`config.mk`:
```
export PLATFORM = sky130hd
export DESIGN_NAME = soc_system_sram_msg_queue_flat
export DESIGN_NICKNAME = d
export VERILOG_FILES = /design/src/rtl/soc_system_sram_msg_queue_if.sv /design/src/rtl/soc_system_sram_msg_queue.sv /design/src/flat_wrapper.sv
export SDC_FILE = /design/constraint.sdc
export NUM_CORES = 1
export LEC_CHECK = 0
export CELL_PAD_IN_SITES_DETAIL_PLACEMENT = 1
export CELL_PAD_IN_SITES_GLOBAL_PLACEMENT = 1
export CORE_MARGIN = 1
export CORE_UTILIZATION = 33
export CTS_CLUSTER_SIZE = 14
export DETAILED_ROUTE_END_ITERATION = 6
export PLACE_DENSITY = 0.91
export SETUP_SLACK_MARGIN = 0.05
export SYNTH_ARGS = -nofsm -noshare
export SYNTH_HDL_FRONTEND = slang
export SYNTH_SLANG_ARGS = --single-unit
```
`constraint.sdc`:
```
create_clock -name clk -period 5.66 [get_ports clk]
set_input_delay 1.132 -clock clk [delete_from_list [all_inputs] [get_ports clk]]
set_output_delay 1.132 -clock clk [all_outputs]
set_load 0.03 [all_outputs]
```
`src/rtl/soc_system_sram_msg_queue_if.sv`:
```
// ---------------------------------------------------------------------------
// soc_system_sram_msg_queue_if
// Producer/consumer handshake bundle for the SRAM-backed message queue.
//   push_valid/push_ready/push_data : producer side, word accepted on valid & ready
//   pop_valid/pop_ready/pop_data    : consumer side, word taken on valid & ready
//   level                           : words currently held by the queue
// Modports:
//   slave  - the queue itself (accepts pushes, serves pops)
//   master - the client driving pushes and pops
// ---------------------------------------------------------------------------
interface soc_system_sram_msg_queue_if #(
  parameter int unsigned DEPTH_LOG2 = 10
);
  logic                  push_valid;
  logic                  push_ready;
  logic [31:0]           push_data;
  logic                  pop_valid;
  logic                  pop_ready;
  logic [31:0]           pop_data;
  logic [DEPTH_LOG2:0]   level;

  modport slave (
    input  push_valid, push_data, pop_ready,
    output push_ready, pop_valid, pop_data, level
  );

  modport master (
    output push_valid, push_data, pop_ready,
    input  push_ready, pop_valid, pop_data, level
  );
endinterface

```
`src/rtl/soc_system_sram_msg_queue.sv`:
```
// ---------------------------------------------------------------------------
// soc_system_sram_msg_queue
// Word-wide message FIFO whose ring storage lives in a window of the on-chip
// SRAM. The queue is the only master of the SRAM's single-port slave interface
// and performs at most one access per cycle. The head word is prefetched into
// a registered output so the consumer sees it without SRAM latency.
//
// Ports:
//   clk, reset_n      clock and asynchronous active-low reset
//   flush             synchronous clear, discards all held words
//   q_if (slave)      push/pop handshake and level
//   sram_*            Avalon-style SRAM master signals; readdata returns the
//                     cycle after a read is issued
//   hwm_clr, hwm      high-water mark of level (only with SRAM_MSGQ_HWM_EN)
//
// Optional feature macro: SRAM_MSGQ_HWM_EN adds the high-water mark ports.
// ---------------------------------------------------------------------------
module soc_system_sram_msg_queue #(
  parameter logic [16:0] BASE_ADDR  = 17'h00000,
  parameter int unsigned DEPTH_LOG2 = 10
) (
  input  logic                       clk,
  input  logic                       reset_n,
  input  logic                       flush,
  soc_system_sram_msg_queue_if.slave q_if,
  output logic [16:0]                sram_address,
  output logic [3:0]                 sram_byteenable,
  output logic                       sram_chipselect,
  output logic                       sram_write,
  output logic [31:0]                sram_writedata,
  output logic                       sram_clken,
  input  logic [31:0]                sram_readdata
`ifdef SRAM_MSGQ_HWM_EN
  ,
  input  logic                       hwm_clr,
  output logic [DEPTH_LOG2:0]        hwm
`endif
);

  typedef enum logic [0:0] {
    ST_IDLE    = 1'b0,
    ST_RD_WAIT = 1'b1
  } state_t;

  localparam logic [DEPTH_LOG2:0] PTR_ZERO    = {(DEPTH_LOG2+1){1'b0}};
  localparam logic [DEPTH_LOG2:0] PTR_ONE     = {{DEPTH_LOG2{1'b0}}, 1'b1};
  localparam logic [DEPTH_LOG2:0] DEPTH_WORDS = {1'b1, {DEPTH_LOG2{1'b0}}};

  // Pointers carry one extra wrap bit so full and empty are distinguishable.
  logic [DEPTH_LOG2:0] wr_ptr_r;
  logic [DEPTH_LOG2:0] rd_ptr_r;
  logic [DEPTH_LOG2:0] sram_cnt_s;
  logic [DEPTH_LOG2:0] level_r;
  logic [DEPTH_LOG2:0] level_nxt_s;
  logic                full_s;
  logic                empty_s;
  logic                rd_go_s;
  logic                wr_go_s;
  logic                push_ready_s;
  logic                pop_fire_s;
  logic                pop_valid_r;
  logic [31:0]         pop_data_r;
  state_t              state_r;
  state_t              state_nxt_s;

  // Map a ring pointer to its SRAM word address (wrap bit dropped).
  function automatic logic [16:0] ring_addr(input logic [DEPTH_LOG2:0] ptr);
    ring_addr = BASE_ADDR + {{(17-DEPTH_LOG2){1'b0}}, ptr[DEPTH_LOG2-1:0]};
  endfunction

  // Occupancy, handshake and access scheduling; reads take priority over writes.
  always_comb begin
    sram_cnt_s   = wr_ptr_r - rd_ptr_r;
    full_s       = (sram_cnt_s == DEPTH_WORDS);
    empty_s      = (sram_cnt_s == PTR_ZERO);
    pop_fire_s   = pop_valid_r & q_if.pop_ready;
    // Refill the prefetch register when it is empty or being emptied this cycle.
    rd_go_s      = (state_r == ST_IDLE) & ~empty_s &
                   (~pop_valid_r | q_if.pop_ready) & ~flush;
    // Independent of push_valid so the producer sees no combinational loop.
    push_ready_s = ~full_s & ~flush & ~rd_go_s;
    wr_go_s      = q_if.push_valid & push_ready_s;
  end

  // FSM state register.
  always_ff @(posedge clk or negedge reset_n) begin
    if (!reset_n) begin
      state_r <= ST_IDLE;
    end else if (flush) begin
      state_r <= ST_IDLE;
    end else begin
      state_r <= state_nxt_s;
    end
  end

  // FSM next-state logic: a read always spends exactly one cycle in RD_WAIT.
  always_comb begin
    state_nxt_s = state_r;
    case (state_r)
      ST_IDLE: begin
        if (rd_go_s) begin
          state_nxt_s = ST_RD_WAIT;
        end else begin
          state_nxt_s = ST_IDLE;
        end
      end
      ST_RD_WAIT: begin
        state_nxt_s = ST_IDLE;
      end
      default: begin
        state_nxt_s = ST_IDLE;
      end
    endcase
  end

  // FSM output logic: SRAM strobes for the single access of this cycle.
  always_comb begin
    sram_chipselect = 1'b0;
    sram_write      = 1'b0;
    sram_address    = ring_addr(wr_ptr_r);
    case (state_r)
      ST_IDLE: begin
        if (rd_go_s) begin
          sram_chipselect = 1'b1;
          sram_write      = 1'b0;
          sram_address    = ring_addr(rd_ptr_r);
        end else if (wr_go_s) begin
          sram_chipselect = 1'b1;
          sram_write      = 1'b1;
          sram_address    = ring_addr(wr_ptr_r);
        end else begin
          sram_chipselect = 1'b0;
          sram_write      = 1'b0;
        end
      end
      ST_RD_WAIT: begin
        // The SRAM port is free while read data returns, so a push may proceed.
        if (wr_go_s) begin
          sram_chipselect = 1'b1;
          sram_write      = 1'b1;
          sram_address    = ring_addr(wr_ptr_r);
        end else begin
          sram_chipselect = 1'b0;
          sram_write      = 1'b0;
        end
      end
      default: begin
        sram_chipselect = 1'b0;
        sram_write      = 1'b0;
      end
    endcase
  end

  assign sram_byteenable = 4'hF;
  assign sram_clken      = 1'b1;
  assign sram_writedata  = q_if.push_data;

  // Ring pointers; a flush returns both to the ring start.
  always_ff @(posedge clk or negedge reset_n) begin
    if (!reset_n) begin
      wr_ptr_r <= PTR_ZERO;
      rd_ptr_r <= PTR_ZERO;
    end else if (flush) begin
      wr_ptr_r <= PTR_ZERO;
      rd_ptr_r <= PTR_ZERO;
    end else begin
      if (rd_go_s) begin
        rd_ptr_r <= rd_ptr_r + PTR_ONE;
      end
      if (wr_go_s) begin
        wr_ptr_r <= wr_ptr_r + PTR_ONE;
      end
    end
  end

  // Prefetch register: captures returning read data, cleared when consumed.
  always_ff @(posedge clk or negedge reset_n) begin
    if (!reset_n) begin
      pop_valid_r <= 1'b0;
      pop_data_r  <= 32'h0000_0000;
    end else if (flush) begin
      // Any read still in flight is dropped here.
      pop_valid_r <= 1'b0;
    end else if (state_r == ST_RD_WAIT) begin
      // Prefetch is always empty in RD_WAIT, so no unconsumed word is lost.
      pop_valid_r <= 1'b1;
      pop_data_r  <= sram_readdata;
    end else if (pop_fire_s) begin
      pop_valid_r <= 1'b0;
    end
  end

  // Next level: a read only moves a word from SRAM to the prefetch path,
  // so only accepted pushes and consumed pops change the total.
  always_comb begin
    if (flush) begin
      level_nxt_s = PTR_ZERO;
    end else begin
      level_nxt_s = level_r + {{DEPTH_LOG2{1'b0}}, wr_go_s}
                            - {{DEPTH_LOG2{1'b0}}, pop_fire_s};
    end
  end

  // Registered word count (SRAM + in-flight read + prefetch register).
  always_ff @(posedge clk or negedge reset_n) begin
    if (!reset_n) begin
      level_r <= PTR_ZERO;
    end else begin
      level_r <= level_nxt_s;
    end
  end

  assign q_if.push_ready = push_ready_s;
  assign q_if.pop_valid  = pop_valid_r;
  assign q_if.pop_data   = pop_data_r;
  assign q_if.level      = level_r;

`ifdef SRAM_MSGQ_HWM_EN
  logic [DEPTH_LOG2:0] hwm_r;

  // High-water mark tracks the next level so it stays aligned with level.
  always_ff @(posedge clk or negedge reset_n) begin
    if (!reset_n) begin
      hwm_r <= PTR_ZERO;
    end else if (flush || hwm_clr) begin
      hwm_r <= PTR_ZERO;
    end else if (level_nxt_s > hwm_r) begin
      hwm_r <= level_nxt_s;
    end
  end

  assign hwm = hwm_r;
`endif

endmodule

```
`src/flat_wrapper.sv`:
```
// flat-port wrapper written by rule: the top's interface ports become plain ports
module soc_system_sram_msg_queue_flat 
#(
  parameter logic [16:0] BASE_ADDR  = 17'h00000,
  parameter int unsigned DEPTH_LOG2 = 10
)
  (clk, reset_n, flush, sram_address, sram_byteenable, sram_chipselect, sram_write, sram_writedata, sram_clken, sram_readdata, q_if_push_valid, q_if_push_data, q_if_pop_ready, q_if_push_ready, q_if_pop_valid, q_if_pop_data, q_if_level);
  soc_system_sram_msg_queue_if #(.DEPTH_LOG2(DEPTH_LOG2)) q_if_i ();
  input  logic clk;
  input  logic reset_n;
  input  logic flush;
  output logic [16:0] sram_address;
  output logic [3:0] sram_byteenable;
  output logic sram_chipselect;
  output logic sram_write;
  output logic [31:0] sram_writedata;
  output logic sram_clken;
  input  logic [31:0] sram_readdata;
  input wire logic [$bits(q_if_i.push_valid)-1:0] q_if_push_valid;
  input wire logic [$bits(q_if_i.push_data)-1:0] q_if_push_data;
  input wire logic [$bits(q_if_i.pop_ready)-1:0] q_if_pop_ready;
  output wire logic [$bits(q_if_i.push_ready)-1:0] q_if_push_ready;
  output wire logic [$bits(q_if_i.pop_valid)-1:0] q_if_pop_valid;
  output wire logic [$bits(q_if_i.pop_data)-1:0] q_if_pop_data;
  output wire logic [$bits(q_if_i.level)-1:0] q_if_level;
  assign q_if_i.push_valid = q_if_push_valid;
  assign q_if_i.push_data = q_if_push_data;
  assign q_if_i.pop_ready = q_if_pop_ready;
  assign q_if_push_ready = q_if_i.push_ready;
  assign q_if_pop_valid = q_if_i.pop_valid;
  assign q_if_pop_data = q_if_i.pop_data;
  assign q_if_level = q_if_i.level;
  soc_system_sram_msg_queue #(.BASE_ADDR(BASE_ADDR), .DEPTH_LOG2(DEPTH_LOG2)) u_core (.clk(clk), .reset_n(reset_n), .flush(flush), .q_if(q_if_i), .sram_address(sram_address), .sram_byteenable(sram_byteenable), .sram_chipselect(sram_chipselect), .sram_write(sram_write), .sram_writedata(sram_writedata), .sram_clken(sram_clken), .sram_readdata(sram_readdata));
endmodule
```
==> metrics.md <==
| Metric | Value |
|---|---|
| Most frequent cell after synthesis | `dfrtp_1` |
| Worst vdd ir | `150.4 uV` |
| Leakage | `0.002312 uW` |
| ANT cells | `0` |
| Netlist cell types | `54` |
| Synth top area share | `39.06%` |
| Mapped cell area | `4293 sq um` |
| Gpl congestion | `0.9447` |
| Hold Path Cell Cnt | `1` |
| Simple-Gate Fraction of Synth Area | `12.62%` |
| IO Pins | `170` |
| Crit Path Max Fanout | `11` |
| Chip width | `116.1 microns` |
| Placed Cells | `642` |
| Async SR Flop Fraction | `100.0%` |
| Worst-skew pair later-pin latency | `0.32 ns` |
| DR WL/cell | `17.34 microns` |
| Min-Delay Startpoint | `u_core.q_if.pop_data[8]` |
| CTS tree | `done` |
| First-pass GRT wire length | `18,190 microns` |
| Worst Setup Start Kind | `register` |
| Total Routing Usage GR | `17.67%` |
| Die ar. | `13,470 sq um` |
| Worst Hold Class | `register to register` |
| Routed via count | `3,290` |
| Top cells by area, synth | `dfrtp_1, mux2_2, buf_4, ha_1, mux2_4` |
| CP most frequent cell | `o311a_1` |
| Clk buf depth | `2` |
| Syn avg cell area | `10.27 sq um` |
| GR Overflow Total | `0` |
| Site row count | `41` |
| Final wirelength | `11,430 microns` |
| Mux contribution to synthesized area | `14.63%` |
| CP arrival | `4.28 ns` |
| Num CTS Buffers | `9` |
| Unrepaired setup endpoints after global routing | `no` |
| DRT iter0 DRCs | `141` |
| Origin of the worst setup path | `u_core.rd_ptr_r[1]` |
| Crit path max-delay family | `compound AO/OA/AOI/OAI gates` |
| Endpoints failing hold | `0` |
| Share of post-route cells with drive strength above 1 | `17.04%` |
| Largest net degree at the start of global routing | `68` |
| CTS root buffer | `clkbuf_16` |
| Vias per Instance | `4.992` |
| Post-synthesis register bit count | `67` |
| Period utilization | `95.56%` |
| Number of flops mapped to enable cells by yosys | `0` |
| DP Wirelength | `8452 microns` |
| Reg2reg path depth | `22` |
| FMAX | `184.9 MHz` |
| Max-Cap Viols | `0` |
| Vias in the first global route | `3,492` |
| Synth top cells by count | `dfrtp_1, buf_4, mux2_2` |
| Worst-margin pin slew | `0.8820 ns` |
| CP Buf/Inv Count | `3` |
| Ys flop type | `dfrtp_1` |
| Final setup violation count | `0` |
| Fin nets | `575` |
| CTS Hold Bufs | `0` |
| Setup TNS | `0 ns` |
| P&R area growth vs syn | `27.28%` |
| Largest family of logic cells by synthesized area | `multiplexers` |
| Worst r2r src | `u_core.wr_ptr_r[5]` |
| Syn Inst Count | `418` |
| CP peak stage delay | `0.71 ns` |
| Core area | `12,670 sq um` |
| Pins Over Slew Limit | `0` |
| WP data required | `4.53 ns` |
| Reg clk slew, reported paths | `0.06 ns` |
| Initial Util | `33.88%` |
| Residual DRC | `0` |
| Compound-Gate Fraction of Synth Area | `10.90%` |
| Worst Skew | `0.005780 ns` |
| Die Ht | `116.1 microns` |
| CTS Sinks | `67` |
| PwrDens | `546.8 nW/um^2` |
| Final min period | `5.409 ns` |
| CP endpoint kind | `primary output` |
| CP Class | `register to primary output` |
| Final cell count without fillers | `659` |
| Slowest CP cell | `clkdlybuf4s50_1` |
| CP Cell Sequence | `inv_1, ha_1, nor2b_1, o2111a_1, o311a_1, or2_2, o311a_1, and2_4, nor3_4, buf_12, mux2i_1, clkdlybuf4s50_1` |
| CTS H-tree lvls | `3` |
| Register area share after synthesis | `39.06%` |
| First-pass iteration count of the detailed router | `4` |
| Crit path depth | `12` |
| Routed Antenna Nets | `0` |
| Status | `finished clean` |
| Yosys top cell by area | `dfrtp_1` |
| Initial antenna violation count | `0` |
| Slew margin rel. | `41.20%` |
| Adder-Cell Fraction of Synth Area | `7.170%` |
| IO Port Bufs | `93` |
| Ys Warns | `0` |
| Post-synthesis xor/xnor area fraction | `3.264%` |
-- timing repair --
action | 4_1_cts | 5_1_grt
pin swaps | 1 | 0
gates resized for setup | 0 | 5
endpoints found under the setup margin | 9 | 13
gates cloned | 0 | 0
setup buffers | 1 | 0
-- worst reg2reg max path, delay by kind of cell (launching register included) --
family          cells  cell delay, ns
fa+ha+maj           3            0.98
buf+inv             2            0.29
simple gates        8            1.89
compound gates      7            1.00
xor+xnor            1            0.15
flops               1            0.48
mux                 1            0.39
-- registers in the layout, summed over array words and instances (netlist names) --
signal,flops
u_core.q_if.level,11
u_core.rd_ptr_r,11
u_core.q_if.pop_valid,1
u_core.wr_ptr_r,11
u_core.q_if.pop_data,32
u_core.state_r,1
-- final cells by class --
type                            count  area, sq um
Clock buffer                       12        246.5
Fill cell                        1404         7207
Clock inverter                      4        73.82
Inverter                           33        123.9
Timing Repair Buffer               99        988.4
Tap cell                          172        215.2
Sequential cell                    67         1679
Multi-Input combinational cell    272         2137
-- routing by layer --
layer | part of all wire (%) | track usage [%] | vias to the layer above | routed length [microns]
li1 | - | - | 1535 | -
met1 | 43 | 21.73 | 1627 | 4917
met2 | 50 | 30.71 | 110 | 5742
met3 | 4.9 | 3.347 | 18 | 563
met4 | 1.8 | 6.496 | 0 | 203
met5 | 0 | 0 | - | 0
-- path summary, 6_finish.rpt --
check | to | slack [ns]
min in group asynchronous | u_core.q_if.level[5] | 1.00
max in group asynchronous | u_core.rd_ptr_r[2] | 4.03
max | sram_address[4] | 0.25
min | u_core.q_if.pop_data[8] | 0.50
max reg2reg | u_core.q_if.level[10] | 0.33
min reg2reg | u_core.q_if.pop_data[8] | 0.50
-- logic make-up (layout without fill, tap and decap cells) --
kind of cell	count (synthesis)	count (layout)
and+or+nand+nor	95	95
buffers and inverters	89	148
AOI/OAI and AO/OA	73	73
DFF	67	67
muxes	52	52
adders and majority gates	24	24
xor gates and xnor gates	16	16
other	2	12
-- layout by cell type, fill, tap and decap left out, types with 6 or more instances in the layout --
master and count:
clkdlybuf4s50_1 90, dfrtp_1 65, mux2_2 34, inv_1 33, nor2_1 29, a21oi_1 24, ha_1 23, o21ai_0 16
mux2_4 13, conb_1 12, xnor2_1 11, nand4_1 9, nand3_1 9, clkbuf_16 9, nor2b_1 8, a21o_1 7
nor3_1 6
-- report_power, final --
| group | internal, uW | switching, uW | total [uW] | leakage [uW] |
|---|---|---|---|---|
| clock | 398 | 201 | 599 | 0.000157 |
| combinational | 732 | 895 | 1630 | 0.00131 |
| sequential | 646 | 117 | 763 | 0.000846 |
-- per-stage QoR --
stage / total power, uW / instance area (sq um) / worst slack [ns] / hold WS, ns / util, %
3_5_place_dp: 2381 / 5112 / 0.2764 / 0.4962 / 40.35
6_report: 2988 / 5464 / 0.2511 / 0.5033 / 43.12
3_3_place_gp: 2296 / 5112 / 0.4217 / 0.4881 / 40.35
5_1_grt: 3171 / 5464 / 0.05307 / 0.5207 / 43.12
2_1_floorplan: 1880 / 4330 / 0.7584 / 0.5193 / -
4_1_cts: 3016 / 5453 / 0.08437 / 0.5082 / 43.03
(Power assumes the default switching activity.)
